===== src/rtl/spi_master_burst.sv =====
// spi_master_burst: parametrised SPI master engine with runtime CPOL/CPHA,
// bit order, word length and multi-word bursts (SS held across words).
// Ports:
//   clk_i, rst_i          clock, synchronous active-high reset
//   start_i + config      burst start and per-burst settings (latched in IDLE)
//   busy_o, done_o        burst in progress / one-cycle end-of-burst pulse
//   tx_empty_i, tx_data_i, tx_pull_o   TX FIFO (first-word-fall-through)
//   rx_full_i, rx_data_o, rx_push_o    RX FIFO
//   spi_ssel_o, spi_sck_o, spi_mosi_o, spi_miso_i   SPI pins
module spi_master_burst #(
  parameter int g_data_width = 32,
  parameter int g_num_ss     = 4,
  parameter int g_div_width  = 8,
  parameter int g_cnt_width  = 8
) (
  input  logic                            clk_i,
  input  logic                            rst_i,
  input  logic                            start_i,
  input  logic                            cpol_i,
  input  logic                            cpha_i,
  input  logic                            lsb_first_i,
  input  logic [$clog2(g_data_width)-1:0] word_len_i,
  input  logic [g_div_width-1:0]          clk_div_i,
  input  logic [$clog2(g_num_ss)-1:0]     ss_sel_i,
  input  logic [g_cnt_width-1:0]          word_cnt_i,
  output logic                            busy_o,
  output logic                            done_o,
  input  logic                            tx_empty_i,
  input  logic [g_data_width-1:0]         tx_data_i,
  output logic                            tx_pull_o,
  input  logic                            rx_full_i,
  output logic [g_data_width-1:0]         rx_data_o,
  output logic                            rx_push_o,
  output logic [g_num_ss-1:0]             spi_ssel_o,
  output logic                            spi_sck_o,
  output logic                            spi_mosi_o,
  input  logic                            spi_miso_i
);

  localparam int LW = $clog2(g_data_width);
  localparam int SW = $clog2(g_num_ss);

  typedef enum logic [2:0] {
    S_IDLE, S_LOAD, S_LEAD, S_SHIFT, S_PUSH, S_LAG, S_DONE
  } state_t;

  state_t state, state_nx;

  logic                    cpol, cpha, lsb_first;
  logic [LW-1:0]           word_len;
  logic [g_div_width-1:0]  clk_div, div_cnt;
  logic [SW-1:0]           ss_sel;
  logic [g_cnt_width-1:0]  words_left;
  logic [g_data_width-1:0] tx_word, rx_word;
  logic [LW-1:0]           tx_idx;
  logic [LW:0]             edge_cnt;
  logic                    sck;

  logic          tick, timed, sck_edge, leading, last_edge;
  logic [LW-1:0] tx_pos, rx_pos, rx_idx;

  // Bits are addressed by transmit order k; MSB-first maps k to word_len-k.
  // The first SCK edge is issued as LEAD expires, so SHIFT holds edges 2..2N.
  assign timed     = (state == S_LEAD) || (state == S_SHIFT) || (state == S_LAG);
  assign tick      = (div_cnt == clk_div);
  assign sck_edge  = ((state == S_LEAD) || (state == S_SHIFT)) && tick;
  assign leading   = ~edge_cnt[0];
  assign last_edge = (edge_cnt == {word_len, 1'b1});
  assign rx_idx    = edge_cnt[LW:1];
  assign tx_pos    = lsb_first ? tx_idx : word_len - tx_idx;
  assign rx_pos    = lsb_first ? rx_idx : word_len - rx_idx;

  always_ff @(posedge clk_i) begin
    if (rst_i) state <= S_IDLE;
    else       state <= state_nx;
  end

  always_comb begin
    state_nx   = state;
    busy_o     = 1'b0;
    done_o     = 1'b0;
    tx_pull_o  = 1'b0;
    rx_push_o  = 1'b0;
    spi_ssel_o = '1;
    case (state)
      S_IDLE:  if (start_i) state_nx = S_LOAD;
      S_LOAD: begin
        if (!tx_empty_i) begin
          tx_pull_o = 1'b1;
          state_nx  = S_LEAD;
        end
      end
      S_LEAD:  if (tick) state_nx = S_SHIFT;
      S_SHIFT: if (tick && last_edge) state_nx = S_PUSH;
      S_PUSH: begin
        if (!rx_full_i) begin
          rx_push_o = 1'b1;
          state_nx  = (words_left != '0) ? S_LOAD : S_LAG;
        end
      end
      S_LAG:   if (tick) state_nx = S_DONE;
      S_DONE: begin
        done_o   = 1'b1;
        state_nx = S_IDLE;
      end
      default: state_nx = S_IDLE;
    endcase
    busy_o = (state != S_IDLE) && (state != S_DONE);
    if (busy_o) spi_ssel_o[ss_sel] = 1'b0;
  end

  assign spi_sck_o  = (state == S_SHIFT) ? sck : cpol;
  assign spi_mosi_o = (state == S_IDLE) ? 1'b0 : tx_word[tx_pos];
  assign rx_data_o  = rx_word;

  always_ff @(posedge clk_i) begin
    if (rst_i) begin
      cpol       <= 1'b0;
      cpha       <= 1'b0;
      lsb_first  <= 1'b0;
      word_len   <= '0;
      clk_div    <= '0;
      ss_sel     <= '0;
      words_left <= '0;
      div_cnt    <= '0;
      tx_word    <= '0;
      rx_word    <= '0;
      tx_idx     <= '0;
      edge_cnt   <= '0;
      sck        <= 1'b0;
    end else begin
      if (state == S_IDLE && start_i) begin
        cpol       <= cpol_i;
        cpha       <= cpha_i;
        lsb_first  <= lsb_first_i;
        word_len   <= word_len_i;
        clk_div    <= clk_div_i;
        ss_sel     <= ss_sel_i;
        words_left <= word_cnt_i;
      end

      if (timed && !tick) div_cnt <= div_cnt + 1'b1;
      else                div_cnt <= '0;

      if (tx_pull_o) begin
        tx_word  <= tx_data_i;
        rx_word  <= '0;
        tx_idx   <= '0;
        edge_cnt <= '0;
        sck      <= cpol;
      end

      if (sck_edge) begin
        sck      <= ~sck;
        edge_cnt <= edge_cnt + 1'b1;
        if (leading ^ cpha) rx_word[rx_pos] <= spi_miso_i;
        if (cpha ? (leading && edge_cnt != '0) : (!leading && !last_edge))
          tx_idx <= tx_idx + 1'b1;
      end

      if (rx_push_o && words_left != '0) words_left <= words_left - 1'b1;
    end
  end

endmodule

===== config.mk =====
export PLATFORM = sky130hd
export DESIGN_NAME = spi_master_burst
export DESIGN_NICKNAME = d
export VERILOG_FILES = /design/src/rtl/spi_master_burst.sv
export SDC_FILE = /design/constraint.sdc
export NUM_CORES = 1
export LEC_CHECK = 0
export CAP_MARGIN = 30
export CORE_UTILIZATION = 57
export CTS_BUF_LIST = sky130_fd_sc_hd__clkbuf_8 sky130_fd_sc_hd__clkbuf_16
export DETAILED_ROUTE_END_ITERATION = 10
export GPL_TIMING_DRIVEN = 1
export PLACE_DENSITY = 0.93
export SLEW_MARGIN = 40
export SYNTH_ARGS = -nofsm -noshare
export SYNTH_HDL_FRONTEND = slang
export SYNTH_SLANG_ARGS = --single-unit

===== constraint.sdc =====
create_clock -name clk_i -period 5.3 [get_ports clk_i]
set_input_delay 0.53 -clock clk_i [delete_from_list [all_inputs] [get_ports clk_i]]
set_output_delay 0.53 -clock clk_i [all_outputs]
set_load 0.02 [all_outputs]

# Word-level counts from Yosys, hierarchy flattened
# Cells that the tools add are included.
[totals] regBits=113 inputBits=64 elab_cells=106
[op_classes] addsub=6 n_lt_le_gt_ge=5 eq_ne=15 muxes=39 n_bitwise=5 n_reduce_logical=22
[op_table] cell="32-bit 2-to-1 mux" count=4
[op_table] cell="32-bit bitwise mux" count=1
[op_table] cell="5-bit 2-to-1 mux" count=5
[op_table] cell="3-bit 2-to-1 mux" count=7
[op_table] cell="3-bit one-hot mux with 6 select lines" count=1
[op_table] cell="8-bit 2-to-1 mux" count=2
[op_table] cell="1-bit 2-to-1 mux" count=13
[op_table] cell="5-bit by 6-bit < comparator with 1-bit output (second input constant)" count=2
[op_table] cell="6-bit 2-to-1 mux" count=2
[op_table] cell="1-bit logical AND" count=10
[op_table] cell="2-bit inequality test (second input constant)" count=5
[op_table] cell="5-bit subtractor" count=2
[op_table] cell="3-bit equality test (second input constant)" count=3
[op_table] cell="8-bit by 1-bit adder with 8-bit output (second input constant)" count=1
[op_table] cell="8-bit equality test" count=1
[op_table] cell="8-bit nonzero test" count=1
[op_table] cell="8-bit by 1-bit subtractor with 8-bit output (second input constant)" count=1
[op_table] cell="6-bit by 1-bit adder with 6-bit output (second input constant)" count=1
[op_table] cell="3-bit by 2-bit equality test with 1-bit output (second input constant)" count=2
[op_table] cell="6-bit equality test" count=1
[op_table] cell="6-bit AND reduction" count=1
[op_table] cell="6-bit nonzero test" count=1
[op_table] cell="5-bit by 1-bit adder with 5-bit output (second input constant)" count=1
[op_table] cell="1-bit binary-select mux with 5-bit select" count=1
[op_table] cell="other kinds (18)" count=23

# Depth between registers and ports, before layout
[depth] ltp_word=9 mapped_depth=12 mapped_depth_nobuf=10

# Least setup slack after synthesis
# No wires, ideal clock.
[synth_timing] path_type="flip-flop to output port" from="register word_len[0]" to="output spi_mosi_o" arrival_ns=2.694 setup_slack_ns=2.076 stages_incl_launch_ff=10 cell_sequence="dfxtp_1 inv_1 ha_1 fa_1 xor2_1 o31a_1 a211oi_1 or4_1 and3b_1 a211oi_1"
[synth_via] elab_chain_len=5
[synth_lines] element="start: declaration" line_no="50" text="logic [LW-1:0] word_len;"
[synth_lines] element="start signal: assignment" line_no="136" text="word_len <= word_len_i;"
[synth_lines] element="5-bit subtractor" line_no="70" text="assign tx_pos = lsb_first ? tx_idx : word_len - tx_idx;"
[synth_lines] element="5-bit 2-to-1 mux" line_no="70"
[synth_lines] element="1-bit binary-select mux with 5-bit select" line_no="113" text="assign spi_mosi_o = (state == S_IDLE) ? 1'b0 : tx_word[tx_pos];"
[synth_lines] element="1-bit 2-to-1 mux (implied by the code)" line_no="113"
[synth_lines] element="1-bit 2-to-1 mux" line_no="113"
[synth_lines] element="end: declaration" line_no="36" text="output logic spi_mosi_o,"
# No other way between the ends. The select of a mux whose other input is x is not followed.

# Worst setup path in the final report
# Same ends and word-level chain as after synthesis.

==> impl_metrics.yaml <==
cts:
  clkLatencyLatePin_ns: 0.52
  numCtsBuffers: 17
  cts_tree: "built"
  cts_root_buffer: "clkbuf_8"
  ctsHoldBuffers: 0
  cts_resized: 0
  clk_pin_slew_ns: 0.05
  htreeDepth: 4
  cts.path.max_buffers: 2
  cts_sinks: 113
  post-cts-setup-buffers: 0
detailed_routing:
  ant_nets: 0
  dr.pass1.iters: 6
  routed.top_layer: "met4"
  initialDrtViolationCount: 395
  met3_length_um: 1090
  routedWlPerCell_um: 16.3
  vias_per_cell: 5.96
  wl_met2_um: 7900
  wirelength_um: 15600
  met1_length_um: 6030
  drc: 0
  via_count: 5714
global_route:
  antenna_found_initial: 0
  grt-ovfl-total: 0
  grt_max_degree: 40
  track_usage_pct: 29.9
  grt_pass1_wl_um: 26100
  first_global_vias: 5653
worst_hold_path:
  min_path_type: "flip-flop to flip-flop"
  min_path_cells: 2
  hp-start: "tx_word[17]"
logic_synthesis:
  yosys_most_used_dff: "dfxtp_1"
  ys_warn_count: 0
  synth-seq-cells: 113
  syn-num-nets: 807
  yosysSeqAreaShare_pct: 38.4
  syn_inst: 727
  syn_area_um2: 5900
  async_reset_ff_share_pct: 0
  synth-edff-count: 0
  synth.avg_cell_area_um2: 8.11
  ys_types: 63
pwr:
  peakVddDrop_v: 0.000218
  p_seq_share_pct: 34.8
  powerDensity_nw_per_um2: 394
  p_clk_share_pct: 37.9
  swShare_pct: 33.6
  switching_power_uw: 994
  combPwrFrac_pct: 27.3
  leakage_uw: 0.00280
  intPower_uw: 1970
sta:
  min_period_over_period_pct: 83.5
  fin_crit_ns: 4.43
  setup_tns_ns: 0
  finalWorstSetupSlack_ns: 0.874
  skew_ns: 0.00766
  drv_slew: 0
  max_freq_ghz: 0.226
  rsz0062_at_grt: "no"
  finalHoldViolations: 0
  slew_headroom_pct: 49.8
  finalSetupViolations: 0
  worstMarginPinSlew_ns: 0.753
cells_and_area:
  layout-drive-gt1-share_pct: 7.15
  fin_cells: 958
  nNetsFinal: 893
  diodes: 0
  syn2layout_area_growth_pct: 27.4
setup_path:
  r2r_cells: 9
  slowest_stage: "clkdlybuf4s50_1"
  cp-start-kind: "flip-flop"
  path_max_fanout: 5
  path_depth: 10
  crit_top_cell: "a211oi_1"
  path_cells: "inv_1, ha_1, fa_1, xor2_1, o31a_1, a211oi_1, or4_1, and3b_1, a211oi_1, clkdlybuf4s50_1"
  worstPathRequired_ns: 4.77
  slowest_delay_ns: 0.68
  cp-end-kind: "output pin"
  crit_buf_inv: 2
  cp-startpoint: "word_len[0]"
  arrival_ns: 3.90
  r2r_start: "edge_cnt[1]"
  cp_top_family: "buffers and inverters"
  critPathKind: "flip-flop to output pin"
placement:
  dpl.hpwl_um: 10600
  placed_cells: 927
  dp_slack_ns: 1.40
  numPortBuffers: 105
  place.gp.congestion: 0.904
die:
  fp-row-count: 36
  die_y_um: 104
  core_um2: 9910
  start_util_pct: 59.5
  die_area_um2: 10800
  die_x_um: 104
  ios: 106
status:
  status: "finished clean"
flow_run:
  maxCapViolations: 0
-- metal layers --
layer  up-vias  track usage, %
met5         -               0
met4         0            15.4
met3        66            6.04
met2       260            53.1
met1      2670            33.9
li1       2718               -
-- power by group through the flow --
stage / clock network, µW / registers, µW / logic, µW
after CTS: 1120 / 1030 / 795
final: 1120 / 1030 / 807
after floorplan: 0 / 999 / 614
after global placement: 0 / 1040 / 744
after detailed placement: 0 / 1040 / 780
after global routing: 1170 / 1040 / 882
-- per-stage QoR --
stage / total power, µW / cell area, µm² / util, % / hold slack [ns]
final: 2960 / 7510 / 75.8 / 0.458
after global routing: 3090 / 7510 / 75.8 / 0.463
after CTS: 2940 / 7510 / 75.8 / 0.454
after detailed placement: 1820 / 6920 / 69.9 / 0.447
after global placement: 1780 / 6920 / 69.8 / 0.443
after floorplan: 1610 / 5900 / - / 0.432
-- path summary, 6_finish.rpt --
path	end	slack, ns
worst max-delay path	spi_mosi_o	0.87
worst min-delay path	tx_word[17]	0.46
worst max register to register	rx_data_o[0]	2.46
worst min register to register	tx_word[17]	0.46
-- cell families after synthesis --
| family | count (synthesis) | synth area share, % |
|---|---|---|
| AND/OR/NAND/NOR | 335 | 27.9 |
| AO/OA/AOI/OAI | 138 | 14.2 |
| multiplexers | 45 | 8.15 |
| buffers and inverters | 61 | 4.92 |
| adder cells (fa/ha/maj) | 16 | 3.65 |
| flip-flops | 113 | 38.4 |
| XOR/XNOR | 19 | 2.82 |
-- Yosys cell counts, types with 4 or more instances --
| cell | count | area share [%] |
|---|---|---|
| nand2_1 | 156 | 9.9 |
| dfxtp_1 | 113 | 38 |
| a21oi_1 | 74 | 6.3 |
| nor2_1 | 40 | 2.5 |
| mux2i_1 | 39 | 6.6 |
| nand3_1 | 36 | 3.1 |
| clkbuf_1 | 26 | 1.7 |
| nor3_1 | 26 | 2.2 |
| inv_1 | 19 | 1.2 |
| a211oi_1 | 16 | 2.0 |
| o21ai_0 | 16 | 1.4 |
| and3_1 | 15 | 1.6 |
| xor2_1 | 15 | 2.2 |
| ha_1 | 14 | 3.0 |
| buf_2 | 8 | 0.68 |
| nand2b_1 | 7 | 0.74 |
| nor2b_1 | 7 | 0.74 |
| nand4_1 | 6 | 0.64 |
| nor4_1 | 6 | 0.64 |
| nor3b_1 | 5 | 0.64 |
| o31ai_1 | 5 | 0.64 |
| a31oi_1 | 4 | 0.42 |
| mux2_2 | 4 | 0.76 |
| nor4_4 | 4 | 1.4 |
| or3_1 | 4 | 0.42 |
| or4_1 | 4 | 0.51 |
| xnor2_1 | 4 | 0.59 |
-- layout by cell type (no fill, tap or decap), drive strengths merged, types with 16 or more instances in the layout --
master and instances:
nand2 157, clkdlybuf4s50 104, nand3 37, inv 20
mux2i 39, a211oi 16, and3 17, nor2 40
dfxtp 113, clkbuf 19, nor3 26, a21oi 75
o21ai 16
-- cell type report --
| class | count | area, µm² |
|---|---|---|
| Clock inverter | 12 | 141 |
| Fill cell | 693 | 2400 |
| Tap cell | 133 | 166 |
| Timing Repair Buffer | 109 | 1080 |
| Multi-Input combinational cell | 553 | 3350 |
| Clock buffer | 19 | 442 |
| Sequential cell | 113 | 2260 |
| Inverter | 19 | 71.3 |
-- worst reg2reg max path, delay by kind of cell (launching register included) --
kind / cells / cell delay (ns)
AO/OA/AOI/OAI: 2 / 0.42
AND/OR/NAND/NOR: 2 / 0.76
adder cells (fa/ha/maj): 2 / 0.62
flip-flops: 1 / 0.39
buffers and inverters: 1 / 0.06
multiplexers: 2 / 0.51
-- flip-flops by register name (all words and copies together) (netlist names) --
name	cells
ss_sel	2
word_len	5
clk_div	8
lsb_first	1
state	3
edge_cnt	6
cpol	1
tx_word	32
sck	1
div_cnt	8
words_left	8
rx_data_o	32
tx_idx	5
cpha	1
No activity file was read; power rests on OpenSTA's default activity.
==> variant 1: new RTL, same flow settings <==
Re-encode `state_t` (7 states) as one-hot, 7 bits wide.
--- a/src/rtl/spi_master_burst.sv
+++ b/src/rtl/spi_master_burst.sv
@@ -40,8 +40,8 @@
   localparam int LW = $clog2(g_data_width);
   localparam int SW = $clog2(g_num_ss);
 
-  typedef enum logic [2:0] {
-    S_IDLE, S_LOAD, S_LEAD, S_SHIFT, S_PUSH, S_LAG, S_DONE
+  typedef enum logic [6:0] {
+    S_IDLE = 7'b0000001, S_LOAD = 7'b0000010, S_LEAD = 7'b0000100, S_SHIFT = 7'b0001000, S_PUSH = 7'b0010000, S_LAG = 7'b0100000, S_DONE = 7'b1000000
   } state_t;
 
   state_t state, state_nx;
Function: no difference found for any inputs over 4 cycles, from zero or initial values and one cycle with rst_i high; so few cycles prove little.
==> variant 1 against the original RTL <==
  * Total power grew 0.95%
  * Clock skew about the same
  * Clock power decreased by 12%
  * Setup slack got worse by 0.24 ns
  * Design area grew 1.0%
  * Synthesized area up 1.5%
  * Fmax down 5.2%
  * Wire length up 7.1%
  * Sequential cell count is 4 higher
  * Final cell count up 1.7%
==> variant 1: results (changes against the original RTL) <==
| Metric | Value |
|---|---|
| Leakage power | 0.00275 µW (-2.0%) |
| CTS Buf Count | 17 (unchanged) |
| Critical Path AT | 4.14 ns (+0.24 ns) |
| Cell variety after synth | 60 (-4.8%) |
| IO buf count | 105 (unchanged) |
| First-pass GRT wire length | 26.9 mm (+3.2%) |
| Place WS | 1.29 ns (-0.102 ns) |
| Hold path cells | 2 (unchanged) |
| Post-Place Cells | 942 (+1.6%) |
| Peak supply drop | 0.385 mV (+77%) |
| Final Net Count | 904 (+1.2%) |
| Global router's overall resource usage | 30.8% (+0.93 points) |
| Synth async-reset ratio | 0% (unchanged) |
| Sequential area share after synthesis | 39.1% (+0.77 points) |
| Hold slack final | 0.458 ns (+0.000276 ns) |
| Ys Warns | 0 (unchanged) |
| Antenna violations before repair | 0 (unchanged) |
| FMAX | 214 MHz (-5.2%) |
| Worst r2r dst | rx_data_o[20] |
| Worst min path class | reg2reg |
| N_diodes | 0 (unchanged) |
| Share of layout cells above drive strength 1 | 5.73% (-1.4 points) |
| Register-to-Register Setup Slack | 2.28 ns (-0.18 ns) |
| First-pass DRT Iterations | 6 (unchanged) |
| Syn Area/Cell | 8.07 µm² (-0.55%) |
| Post-detail-place hpwl | 11.0 mm (+4.2%) |
| Commonest cells post-synth | 159 x nand2_1, 117 x dfxtp_1, 67 x a21oi_1, 42 x mux2i_1, 41 x nor2_1 |
| Total wire length | 16.7 mm (+7.1%) |
| Vias per cell | 6.12 (+2.7%) |
| Outcome | finished clean |
| Slew @ Worst Pin | 0.786 ns (+0.0334 ns) |
| Vias in the first global route | 5754 (+1.8%) |
| Number of fill cells | 668 (-3.6%) |
| Reg-to-Reg Start | state[4] |
| Iter 0 DRT Violations | 454 (+15%) |
| Worst-Skew Late Latency | ~0.53 ns |
| Routability cong. | 0.932 (+3.0%) |
| Worst Min Path Start | rx_data_o[29] |
| Critical path fanouts, max | 9 (+4) |
| Cts repair resizes | 0 (unchanged) |
| CTS clk-pin slew, worst paths | 0.05 ns (about the same) |
| Reg2reg path depth | 6 (-3) |
| Largest net degree at the start of global routing | 78 (+95%) |
| Hold endpoint | rx_data_o[29] |
| Syn_nets | 821 (+1.7%) |
| Clock skew | 0.00772 ns (+0.0000592 ns) |
| Layout Cells excl Fill | 974 (+1.7%) |
| Synth top area cells | dfxtp_1 39%, nand2_1 10%, mux2i_1 7.0% |
-- variant 1: worst max-delay path by stage --
stage               from         end  cells after the start
2_1_floorplan  tx_idx[2]  spi_mosi_o                      9
3_3_place_gp   tx_idx[2]  spi_mosi_o                      9
3_5_place_dp   tx_idx[2]  spi_mosi_o                      9
4_1_cts        tx_idx[2]  spi_mosi_o                      9
5_1_grt        tx_idx[2]  spi_mosi_o                      9
6_report       tx_idx[2]  spi_mosi_o                      9
-- variant 1: kinds of logic after synthesis --
family	share of synthesized area [%]
buffers and inverters	4.18
DFF	39.1
muxes	8.34
xor gates and xnor gates	3.22
AOI/OAI and AO/OA	13.5
and+or+nand+nor	28.2
adders and majority gates	3.39
-- variant 1: cell type report --
cell class	instances	share of cell area (%)
sequential	117	30.9
clock buffer	21	6.19
tap	136	2.24
inverter	20	0.990
multi-input combinational	561	45.0
clock inverter	11	0.627
timing repair buffer	108	14.1
-- variant 1: critical path, cell delays in order, from the launching register on --
cell             delay (ns)
dfxtp_1                0.49
inv_1                  0.13
ha_1                   0.34
nor2b_1                0.17
or4_1                  0.47
and4_1                 0.20
a311oi_1               0.46
a211oi_1               0.11
a2111oi_0              0.53
clkdlybuf4s50_1        0.71
-- variant 1: layer usage --
metal	part of all wire, %	up-vias	GRT usage (%)
li1	-	2776	-
met1	40	2786	36.3
met2	49	337	52.1
met3	7.5	66	7.08
met4	3.5	0	16.2
met5	0	-	0
-- variant 1: stage by stage --
stage          cell area [µm²]  power, µW
2_1_floorplan             5990       1700
3_3_place_gp              7050       1910
3_5_place_dp              7050       1960
4_1_cts                   7570       2950
5_1_grt                   7590       3120
6_report                  7590       2990
-- variant 1: where the power goes --
| group | total [µW] | switching [µW] | internal (µW) |
|---|---|---|---|
| Clock | 991 | 384 | 607 |
| Sequential | 1050 | 89.6 | 956 |
| Combinational | 952 | 608 | 345 |
==> variant 2: new RTL, same settings <==
Without the edit above. `g_cnt_width`: 8 -> 10.
--- a/src/rtl/spi_master_burst.sv
+++ b/src/rtl/spi_master_burst.sv
@@ -11,7 +11,7 @@
   parameter int g_data_width = 32,
   parameter int g_num_ss     = 4,
   parameter int g_div_width  = 8,
-  parameter int g_cnt_width  = 8
+  parameter int g_cnt_width  = 10
 ) (
   input  logic                            clk_i,
   input  logic                            rst_i,
Interface: changed (resized word_cnt_i); port bits go from 106 to 108. No check against the original RTL was run, so the function may have changed too.
==> variant 2 against the original RTL <==
  * Critical path depth did not move
  * Combinational power shrank 12%
  * Design area up 2.2%
  * First-iteration DRC count decreased by 12%
  * Final cell count up 1.9%
  * Sequential cell count up 2
  * Total power shrank 2.5%
  * Setup slack better by 0.10 ns
  * Synthesized area rose by 1.4%
  * Wire length up 2.9%
  * Global-route usage up 0.27 points
  * Largest power group unchanged
==> variant 2: results (changes against the original RTL) <==
| Metric | Value |
|---|---|
| First-pass GRT wire length | 26.8 mm (+2.5%) |
| Vias in the first global route | 5810 (+2.8%) |
| Pwr Density | 376 mW/mm² (-4.6%) |
| Complex-gate fraction of the synthesized area | 15.1% (+0.95 points) |
| Sequential area share after synthesis | 38.5% (+0.13 points) |
| Cts repair resizes | 0 (unchanged) |
| Register-to-Register Setup Slack | 2.49 ns (+0.03 ns) |
| Final Net Count | 909 (+1.8%) |
| Ys Warns | 0 (unchanged) |
| Commonest cells post-synth | 158 x nand2_1, 115 x dfxtp_1, 72 x a21oi_1, 42 x nor2_1, 40 x mux2i_1 |
| Critical path fanouts, max | 5 (unchanged) |
| CTS clk-pin slew, worst paths | 0.05 ns (about the same) |
| Post-detail-place hpwl | 10.8 mm (+2.3%) |
| Place WS | 1.52 ns (+0.120 ns) |
| Syn_nets | 822 (+1.9%) |
| Syn Area/Cell | 8.07 µm² (-0.49%) |
| Worst Min Path Start | tx_word[7] |
| Slew @ Worst Pin | 0.839 ns (+0.0864 ns) |
| Hold endpoint | tx_word[7] |
| Synth top area cells | dfxtp_1 38%, nand2_1 9.9%, mux2i_1 6.7% |
| Combinational cell power | 711 µW (-12%) |
| Largest net degree at the start of global routing | 80 (+100%) |
| Clk pwr | 1170 µW (+4%) |
| Sw frac | 31.4% (-2.2 points) |
| Clock skew | 0.00686 ns (-0.000799 ns) |
| Bufs on Longest Clock Path | 2 (unchanged) |
| Proportion of synthesized area in mux cells | 8.20% (+0.053 points) |
| Leakage power | 0.00279 µW (-0.37%) |
| Worst r2r dst | rx_data_o[3] |
| First-pass DRT Iterations | 5 (-1) |
| Post-Place Cells | 945 (+1.9%) |
| Total wire length | 16.0 mm (+2.9%) |
| Placed cell area | 0.00707 mm² (+2.1%) |
| Adder-cell area share of the yosys netlist | 3.39% (-0.26 points) |
| Peak supply drop | 0.223 mV (+2.1%) |
| Layout Cells excl Fill | 976 (+1.9%) |
| Vias per cell | 6.01 (+0.82%) |
| Cell variety after synth | 67 (+6.3%) |
| Global router's overall resource usage | 30.2% (+0.27 points) |
| Routability cong. | 0.837 (-7.4%) |
| Final antenna-violating net count | 0 (unchanged) |
| N_diodes | 0 (unchanged) |
| Xor/xnor share of the synthesized area | 2.93% (+0.11 points) |
| Worst min path class | reg2reg |
| Hold slack final | 0.451 ns (-0.00726 ns) |
| Outcome | finished clean |
| Critical Path AT | 3.79 ns (-0.11 ns) |
| Reg-to-Reg Start | edge_cnt[1] |
| Share of layout cells above drive strength 1 | 7.14% (-0.0087 points) |
| Worst-Skew Late Latency | 0.52 ns (about the same) |
| IO buf count | 107 (+1.9%) |
| Iter 0 DRT Violations | 346 (-12%) |
## variant 2: changes by cell type after synthesis, moves of 5 or more
| cell | change |
|---|---|
| xnor2_1 | +9 |
| xor2_1 | -8 |
| nand4_1 | +9 |
| nand3_1 | -8 |
| buf_2 | +5 |
| buf_1 | +5 |
## variant 2: kinds of logic after synthesis
family          Yosys count
compound gates          140
xor+xnor                 20
fa+ha+maj                15
buf+inv                  61
flops                   115
mux                      46
simple gates            344
## variant 2: area by class of cell
type                    count  area (µm²)
multi-input cells         565        3420
clock inverters            12         164
inverters                  18        81.3
flip-flops and latches    115        2300
well taps                 136         170
fillers                   694        2550
clock buffers              19         442
repair buffers            111        1100
## variant 2: worst max-delay path, stage by stage (launching register included)
cell	delay, ns
dfxtp_1	0.33
inv_1	0.06
ha_1	0.23
fa_1	0.43
xnor2_1	0.23
a32oi_1	0.37
a211oi_1	0.15
nor4_1	0.38
a211oi_1	0.11
a211oi_1	0.33
clkdlybuf4s50_1	0.66
## variant 2: metal layers
metal / track usage (%) / wire, µm / vias to the layer above
li1: - / - / 2779
met1: 33.9 / 6400 / 2764
met2: 52.8 / 8090 / 258
met3: 7.02 / 897 / 68
met4: 15.9 / 644 / 0
met5: 0 / 0 / -
## variant 2: worst max path at each step
stage / cells after the start / slack, ns / start / end
5_1_grt: 10 / 0.83 / word_len[0] / spi_mosi_o
4_1_cts: 7 / 0.88 / lsb_first / spi_mosi_o
3_3_place_gp: 7 / 1.69 / lsb_first / spi_mosi_o
2_1_floorplan: 9 / 2.12 / tx_idx[2] / spi_mosi_o
3_5_place_dp: 7 / 1.52 / lsb_first / spi_mosi_o
6_report: 10 / 0.98 / word_len[0] / spi_mosi_o
